[config.mk]
export PLATFORM = sky130hd
export DESIGN_NAME = exp_1x1_ker_read_cont_flat
export DESIGN_NICKNAME = d
export VERILOG_FILES = /design/src/rtl/exp_1x1_ker_read_cont_if.sv /design/src/rtl/exp_1x1_ker_read_cont.sv /design/src/flat_wrapper.sv
export SDC_FILE = /design/constraint.sdc
export NUM_CORES = 1
export LEC_CHECK = 0
export CAP_MARGIN = 30
export CORE_UTILIZATION = 51
export CTS_CLUSTER_SIZE = 30
export DETAILED_ROUTE_END_ITERATION = 6
export GPL_ROUTABILITY_DRIVEN = 1
export PLACE_DENSITY = 0.85
export SYNTH_ARGS = -nofsm -noshare
export SYNTH_HDL_FRONTEND = slang
export SYNTH_SLANG_ARGS = --single-unit
[constraint.sdc]
create_clock -name clk_i -period 2.1 [get_ports clk_i]
set_input_delay 0.42 -clock clk_i [delete_from_list [all_inputs] [get_ports clk_i]]
set_output_delay 0.42 -clock clk_i [all_outputs]
set_load 0.02 [all_outputs]
[src/rtl/exp_1x1_ker_read_cont_if.sv]
// exp_1x1_ker_read_cont_if: kernel RAM read / MAC-array bus of the expand 1x1 read sequencer
// Ports (master = sequencer side):
//   exp_1x1_ram_rd_addr_o  kernel RAM read address
//   exp_1x1_ram_rd_en_o    kernel RAM read enable
//   ker_valid_o            RAM output word valid (rd_en delayed by the RAM latency)
//   ker_layer_last_o       last word of a layer, aligned with ker_valid_o
//   pass_done_o            1-cycle pulse with the last read of a pass
//   busy_o                 sequencer not idle
//   stall_i                downstream back-pressure, blocks new reads
interface exp_1x1_ker_read_cont_if #(
    parameter int ADDR_W = 12
);
    logic [ADDR_W-1:0] exp_1x1_ram_rd_addr_o;
    logic              exp_1x1_ram_rd_en_o;
    logic              ker_valid_o;
    logic              ker_layer_last_o;
    logic              pass_done_o;
    logic              busy_o;
    logic              stall_i;

    modport master (
        output exp_1x1_ram_rd_addr_o, exp_1x1_ram_rd_en_o, ker_valid_o,
               ker_layer_last_o, pass_done_o, busy_o,
        input  stall_i
    );

    modport slave (
        input  exp_1x1_ram_rd_addr_o, exp_1x1_ram_rd_en_o, ker_valid_o,
               ker_layer_last_o, pass_done_o, busy_o,
        output stall_i
    );
endinterface

[src/rtl/exp_1x1_ker_read_cont.sv]
// exp_1x1_ker_read_cont: read-side sequencer for the expand 1x1 kernel RAM
// Walks the RAM layer by layer, waiting for each layer to be reported written, and repeats the
// whole depth walk once per output pass.
// Ports:
//   clk_i, rst_n_i                 clock, asynchronous active-low reset
//   start_i, exp_1x1_en_i          load config and (re)start; start ignored-to-idle when en is low
//   one_exp1_ker_addr_limit_i      words per layer minus 1
//   exp1_layer_limit_i             layers (depth) minus 1
//   exp1_pass_limit_i              passes minus 1
//   exp_1x1_layer_ready_no_i       number of fully written layers
//   bus                            RAM read / MAC-array side (see exp_1x1_ker_read_cont_if)
module exp_1x1_ker_read_cont #(
    parameter int ADDR_W  = 12,
    parameter int LAYER_W = 7,
    parameter int PASS_W  = 12,
    parameter int RD_LAT  = 1
) (
    input  logic               clk_i,
    input  logic               rst_n_i,
    input  logic               start_i,
    input  logic               exp_1x1_en_i,
    input  logic [LAYER_W-1:0] one_exp1_ker_addr_limit_i,
    input  logic [LAYER_W-1:0] exp1_layer_limit_i,
    input  logic [PASS_W-1:0]  exp1_pass_limit_i,
    input  logic [LAYER_W-1:0] exp_1x1_layer_ready_no_i,
    exp_1x1_ker_read_cont_if.master bus
);
    typedef enum logic [1:0] {IDLE, WAIT, READ} state_t;

    state_t             state;
    logic [LAYER_W-1:0] w_lim, d_lim, word_cnt, layer_cnt;
    logic [PASS_W-1:0]  p_lim, pass_cnt;
    logic [ADDR_W-1:0]  base;
    logic               rd_last;
    logic [RD_LAT-1:0]  v_pipe, l_pipe;
    logic               word_end, layer_end, pass_end, issue;

    assign word_end  = word_cnt == w_lim;
    assign layer_end = layer_cnt == d_lim;
    assign pass_end  = pass_cnt == p_lim;
    assign issue     = state == READ && !bus.stall_i;

    assign bus.ker_valid_o      = v_pipe[RD_LAT-1];
    assign bus.ker_layer_last_o = l_pipe[RD_LAT-1];

    always_ff @(posedge clk_i or negedge rst_n_i) begin
        if (!rst_n_i) begin
            state                     <= IDLE;
            w_lim                     <= '0;
            d_lim                     <= '0;
            p_lim                     <= '0;
            word_cnt                  <= '0;
            layer_cnt                 <= '0;
            pass_cnt                  <= '0;
            base                      <= '0;
            rd_last                   <= 1'b0;
            v_pipe                    <= '0;
            l_pipe                    <= '0;
            bus.exp_1x1_ram_rd_addr_o <= '0;
            bus.exp_1x1_ram_rd_en_o   <= 1'b0;
            bus.pass_done_o           <= 1'b0;
            bus.busy_o                <= 1'b0;
        end else begin
            // Output pipe keeps draining through stalls; the truncating cast shifts in rd_en.
            v_pipe                  <= RD_LAT'({v_pipe, bus.exp_1x1_ram_rd_en_o});
            l_pipe                  <= RD_LAT'({l_pipe, bus.exp_1x1_ram_rd_en_o && rd_last});
            bus.exp_1x1_ram_rd_en_o <= 1'b0;
            bus.pass_done_o         <= 1'b0;
            if (start_i) begin
                // A start from IDLE lets the previous pass's tail drain; any other start discards it.
                if (state != IDLE || !exp_1x1_en_i) begin
                    v_pipe <= '0;
                    l_pipe <= '0;
                end
                if (exp_1x1_en_i) begin
                    w_lim <= one_exp1_ker_addr_limit_i;
                    d_lim <= exp1_layer_limit_i;
                    p_lim <= exp1_pass_limit_i;
                end
                state                     <= exp_1x1_en_i ? WAIT : IDLE;
                bus.busy_o                <= exp_1x1_en_i;
                word_cnt                  <= '0;
                layer_cnt                 <= '0;
                pass_cnt                  <= '0;
                base                      <= '0;
                bus.exp_1x1_ram_rd_addr_o <= '0;
            end else if (state == WAIT) begin
                if (exp_1x1_layer_ready_no_i > layer_cnt)
                    state <= READ;
            end else if (issue) begin
                bus.exp_1x1_ram_rd_en_o   <= 1'b1;
                bus.exp_1x1_ram_rd_addr_o <= base + ADDR_W'(word_cnt);
                rd_last                   <= word_end;
                bus.pass_done_o           <= word_end && layer_end;
                if (!word_end) begin
                    word_cnt <= word_cnt + 1'b1;
                end else begin
                    word_cnt <= '0;
                    if (!layer_end) begin
                        base      <= base + ADDR_W'(w_lim) + 1'b1;
                        layer_cnt <= layer_cnt + 1'b1;
                        state     <= WAIT;
                    end else begin
                        base      <= '0;
                        layer_cnt <= '0;
                        if (pass_end) begin
                            state      <= IDLE;
                            bus.busy_o <= 1'b0;
                        end else begin
                            pass_cnt <= pass_cnt + 1'b1;
                            state    <= WAIT;
                        end
                    end
                end
            end
        end
    end
endmodule

[src/flat_wrapper.sv]
// flat-port wrapper written by rule: the top's interface ports become plain ports
module exp_1x1_ker_read_cont_flat 
#(
    parameter int ADDR_W  = 12,
    parameter int LAYER_W = 7,
    parameter int PASS_W  = 12,
    parameter int RD_LAT  = 1
)
  (clk_i, rst_n_i, start_i, exp_1x1_en_i, one_exp1_ker_addr_limit_i, exp1_layer_limit_i, exp1_pass_limit_i, exp_1x1_layer_ready_no_i, bus_exp_1x1_ram_rd_addr_o, bus_exp_1x1_ram_rd_en_o, bus_ker_valid_o, bus_ker_layer_last_o, bus_pass_done_o, bus_busy_o, bus_stall_i);
  exp_1x1_ker_read_cont_if #(.ADDR_W(ADDR_W)) bus_i ();
  input  logic clk_i;
  input  logic rst_n_i;
  input  logic start_i;
  input  logic exp_1x1_en_i;
  input  logic [LAYER_W-1:0] one_exp1_ker_addr_limit_i;
  input  logic [LAYER_W-1:0] exp1_layer_limit_i;
  input  logic [PASS_W-1:0] exp1_pass_limit_i;
  input  logic [LAYER_W-1:0] exp_1x1_layer_ready_no_i;
  output wire logic [$bits(bus_i.exp_1x1_ram_rd_addr_o)-1:0] bus_exp_1x1_ram_rd_addr_o;
  output wire logic [$bits(bus_i.exp_1x1_ram_rd_en_o)-1:0] bus_exp_1x1_ram_rd_en_o;
  output wire logic [$bits(bus_i.ker_valid_o)-1:0] bus_ker_valid_o;
  output wire logic [$bits(bus_i.ker_layer_last_o)-1:0] bus_ker_layer_last_o;
  output wire logic [$bits(bus_i.pass_done_o)-1:0] bus_pass_done_o;
  output wire logic [$bits(bus_i.busy_o)-1:0] bus_busy_o;
  input wire logic [$bits(bus_i.stall_i)-1:0] bus_stall_i;
  assign bus_exp_1x1_ram_rd_addr_o = bus_i.exp_1x1_ram_rd_addr_o;
  assign bus_exp_1x1_ram_rd_en_o = bus_i.exp_1x1_ram_rd_en_o;
  assign bus_ker_valid_o = bus_i.ker_valid_o;
  assign bus_ker_layer_last_o = bus_i.ker_layer_last_o;
  assign bus_pass_done_o = bus_i.pass_done_o;
  assign bus_busy_o = bus_i.busy_o;
  assign bus_i.stall_i = bus_stall_i;
  exp_1x1_ker_read_cont #(.ADDR_W(ADDR_W), .LAYER_W(LAYER_W), .PASS_W(PASS_W), .RD_LAT(RD_LAT)) u_core (.clk_i(clk_i), .rst_n_i(rst_n_i), .start_i(start_i), .exp_1x1_en_i(exp_1x1_en_i), .one_exp1_ker_addr_limit_i(one_exp1_ker_addr_limit_i), .exp1_layer_limit_i(exp1_layer_limit_i), .exp1_pass_limit_i(exp1_pass_limit_i), .exp_1x1_layer_ready_no_i(exp_1x1_layer_ready_no_i), .bus(bus_i));
endmodule
==> results.toml <==
[power]
swShare = 0.357
p_comb_frac = 0.335
power.total_mw = 4.64
leakage_nw = 2.74
clkPwrFrac = 0.237
powerDensity_nw_per_um2 = 734
vdd_drop_max_mv = 0.372
power.internal_mw = 2.98
seqPwrFrac = 0.428
p_switching_mw = 1.66

[floorplanning]
die_y_um = 97.4
core_area_sq_um = 8760
start_util = 0.529
io_pins = 55
num_rows = 34
die_area_sq_um = 9480
chipWidth_um = 97.4

[logic_synthesis]
synth_commonest_cells = "dfrtp_1 (84), nand2_1 (36), nor2_1 (30)"
synthArstFlopShare = 1.00
ys_top_cells_by_area = "dfrtp_1 (45%), mux2_2 (6.6%), ha_1 (6.5%)"
synth_xor_area_frac = 0.0926
synth.avg_cell_area_sq_um = 10.1
synth-compound-area-share = 0.127
seq_area_frac_synth = 0.453
synth_nets = 523
ys_ff_latch = 84
syn_area_sq_um = 4640
synth_top_flop_cell = "dfrtp_1"
synthMuxAreaShare = 0.0677
synth_top_family_by_area = "simple AND/OR/NAND/NOR gates"
yosysWarnings = 0
yosysTopAreaCellShare = 0.453
synthAdderAreaFrac = 0.0734
synthMostInstantiatedCell = "dfrtp_1"
yosys.area_share.simple = 0.154
synth_top_cell_by_area = "dfrtp_1"
synth_edf_count = 0
synth_cells = 459
yosysUniqueCellTypes = 50

[placed_design]
port_buffers = 54
dpl-instance-area_sq_um = 5720
hpwlAfterDp_um = 8620
gp_congestion = 0.896

[global_routing]
grt_pass1_vias = 4257
antenna_found_initial = 0
grt_max_degree = 50
grt_pass1_wl_um = 20700
grt.overflow.total = 0
groute.usage.overall = 0.277

[timing]
finalCriticalPeriod_ns = 2.20
tightest_slew_ns = 0.451
drv_slew = 0
final.setup_skew_ns = 0.0133
holdWs_ns = -0.00847
fmax_ghz = 0.455
finalSetupViolCount = 9
setup_ws_ns = -0.0985
relSlewSlack = 0.698
rsz0062_at_grt = "true"
period_share = 1.05
final-hold-violation-count = 12

[routing]
ant_nets = 0
vias = 4220
drcViolationCount = 0
drtIter0Drc = 509
wl_um = 13200
avgRoutedWirePerCell_um = 19.0
dr.pass1.iters = 5
vias_per_cell = 6.07

[clock_tree]
worstSkewPairLatency_ns = 0.37
cts_tree = "built"
clock-sinks = 84
htreeDepth = 3
clk_pin_slew_worst_paths_ns = 0.09
numCtsBuffers = 9
cts_root_buf = "clkbuf_8"
cts_buffer_depth = 2
cts_hold_buf = 0

[cells_and_area]
fin_area_sq_um = 6320
drive_above_1_share = 0.296
final_nets = 646
n_antenna_cell = 0
area_growth_pct = 36.3

[setup_path]
crit_slowest_cell = "dfrtp_2"
end_kind = "register"
critPathMaxFanout = 4
worstPathRequired_ns = 2.36
crit_chain = "xor2_1, nor4_4, buf_4, nand3_1, nor4_4, a21oi_1, o21a_1"
crit_family = "simple AND/OR/NAND/NOR gates"
crit_top_cell = "nor4_4"
max_stage_delay_ns = 0.45
path_buf_inv = 1
criticalPathCategory = "register to register"
rrSetupSlack_ns = -0.1
cp_data_arrival_time_ns = 2.46
cp-start-kind = "register"

[outcome]
violations = "negative hold slack, negative setup slack"
status = "finished with violations"

[run]
maxCapViolCount = 0

[hold_path]
hp-class = "input pin to asynchronous set/reset pin"
[flip-flops by register name, indices dropped and copies added (netlist names)]
signal,count
u_core.base,12
u_core.bus.busy_o,1
u_core.bus.exp_1x1_ram_rd_addr_o,12
u_core.bus.exp_1x1_ram_rd_en_o,1
u_core.bus.ker_layer_last_o,1
u_core.bus.ker_valid_o,1
u_core.bus.pass_done_o,1
u_core.d_lim,7
u_core.layer_cnt,7
u_core.p_lim,12
u_core.pass_cnt,12
u_core.rd_last,1
u_core.state,2
u_core.w_lim,7
u_core.word_cnt,7
[logic make-up after synthesis]
logic type	count (synthesis)
simple gates	140
compound gates	95
flops	84
xor+xnor	49
buf+inv	37
mux	28
fa+ha+maj	26
[path summary, 6_finish.rpt]
kind,start,endpoint,cells after the start
max reg2reg,u_core.word_cnt[1],u_core.state[0],7
max in group asynchronous,rst_n_i,u_core.pass_cnt[9],2
max,u_core.word_cnt[1],u_core.state[0],7
min in group clk_i,u_core.rd_last,u_core.bus.ker_layer_last_o,1
min,rst_n_i,u_core.w_lim[4],1
min reg2reg,u_core.rd_last,u_core.bus.ker_layer_last_o,1
[power groups by stage]
stage          sequential (mW)  clock, mW  combinational, mW
6_report                  1.99       1.10               1.55
5_1_grt                   2.00       1.18               1.68
4_1_cts                   1.96       1.11               1.42
3_5_place_dp              1.99          0               1.26
3_3_place_gp              1.98          0               1.20
2_1_floorplan             1.95          0              0.812
[metrics by stage]
stage / hold slack, ns / worst slack (ns) / TNS (ns) / util / instances
6_report: -0.00847 / -0.0985 / -0.443 / 0.721 / 695
5_1_grt: 0.00989 / -0.161 / -1.22 / 0.721 / 695
3_5_place_dp: 0.401 / -0.242 / -3.33 / 0.653 / 667
2_1_floorplan: 0.124 / 0.0160 / 0 / - / 459
4_1_cts: 0.00591 / -0.105 / -0.624 / 0.704 / 693
3_3_place_gp: 0.390 / -0.164 / -1.71 / 0.653 / 667
[area by class of cell]
| class | instances | area, sq um |
|---|---|---|
| Clock buffer | 10 | 138 |
| Sequential cell | 84 | 2110 |
| Inverter | 24 | 90.1 |
| Clock inverter | 6 | 48.8 |
| Multi-Input combinational cell | 338 | 2680 |
| Timing Repair Buffer | 125 | 1120 |
| Tap cell | 108 | 135 |
| Fill cell | 546 | 2440 |
[routing by layer]
metal	global-route usage	wire length, um
met1	0.343	5280
met2	0.474	6500
met3	0.0410	909
met4	0.136	516
met5	0	0
[placed cells by master, fill, tap and decap left out, types with 21 or more instances in the layout]
master / netlist / layout
mux2_2: 27 / 26
clkdlybuf4s50_1: 0 / 53
inv_1: 24 / 21
xnor2_1: 22 / 22
nand2_1: 36 / 34
nor2_1: 30 / 29
dfrtp_1: 84 / 79
buf_4: 0 / 64
xor2_1: 27 / 26
[repair_timing]
item,CTS,global route
pin swaps,21,11
setup endpoints to repair,19,35
setup buffers,10,2
gates resized for setup,40,34
No activity file was read; power rests on OpenSTA's default activity.
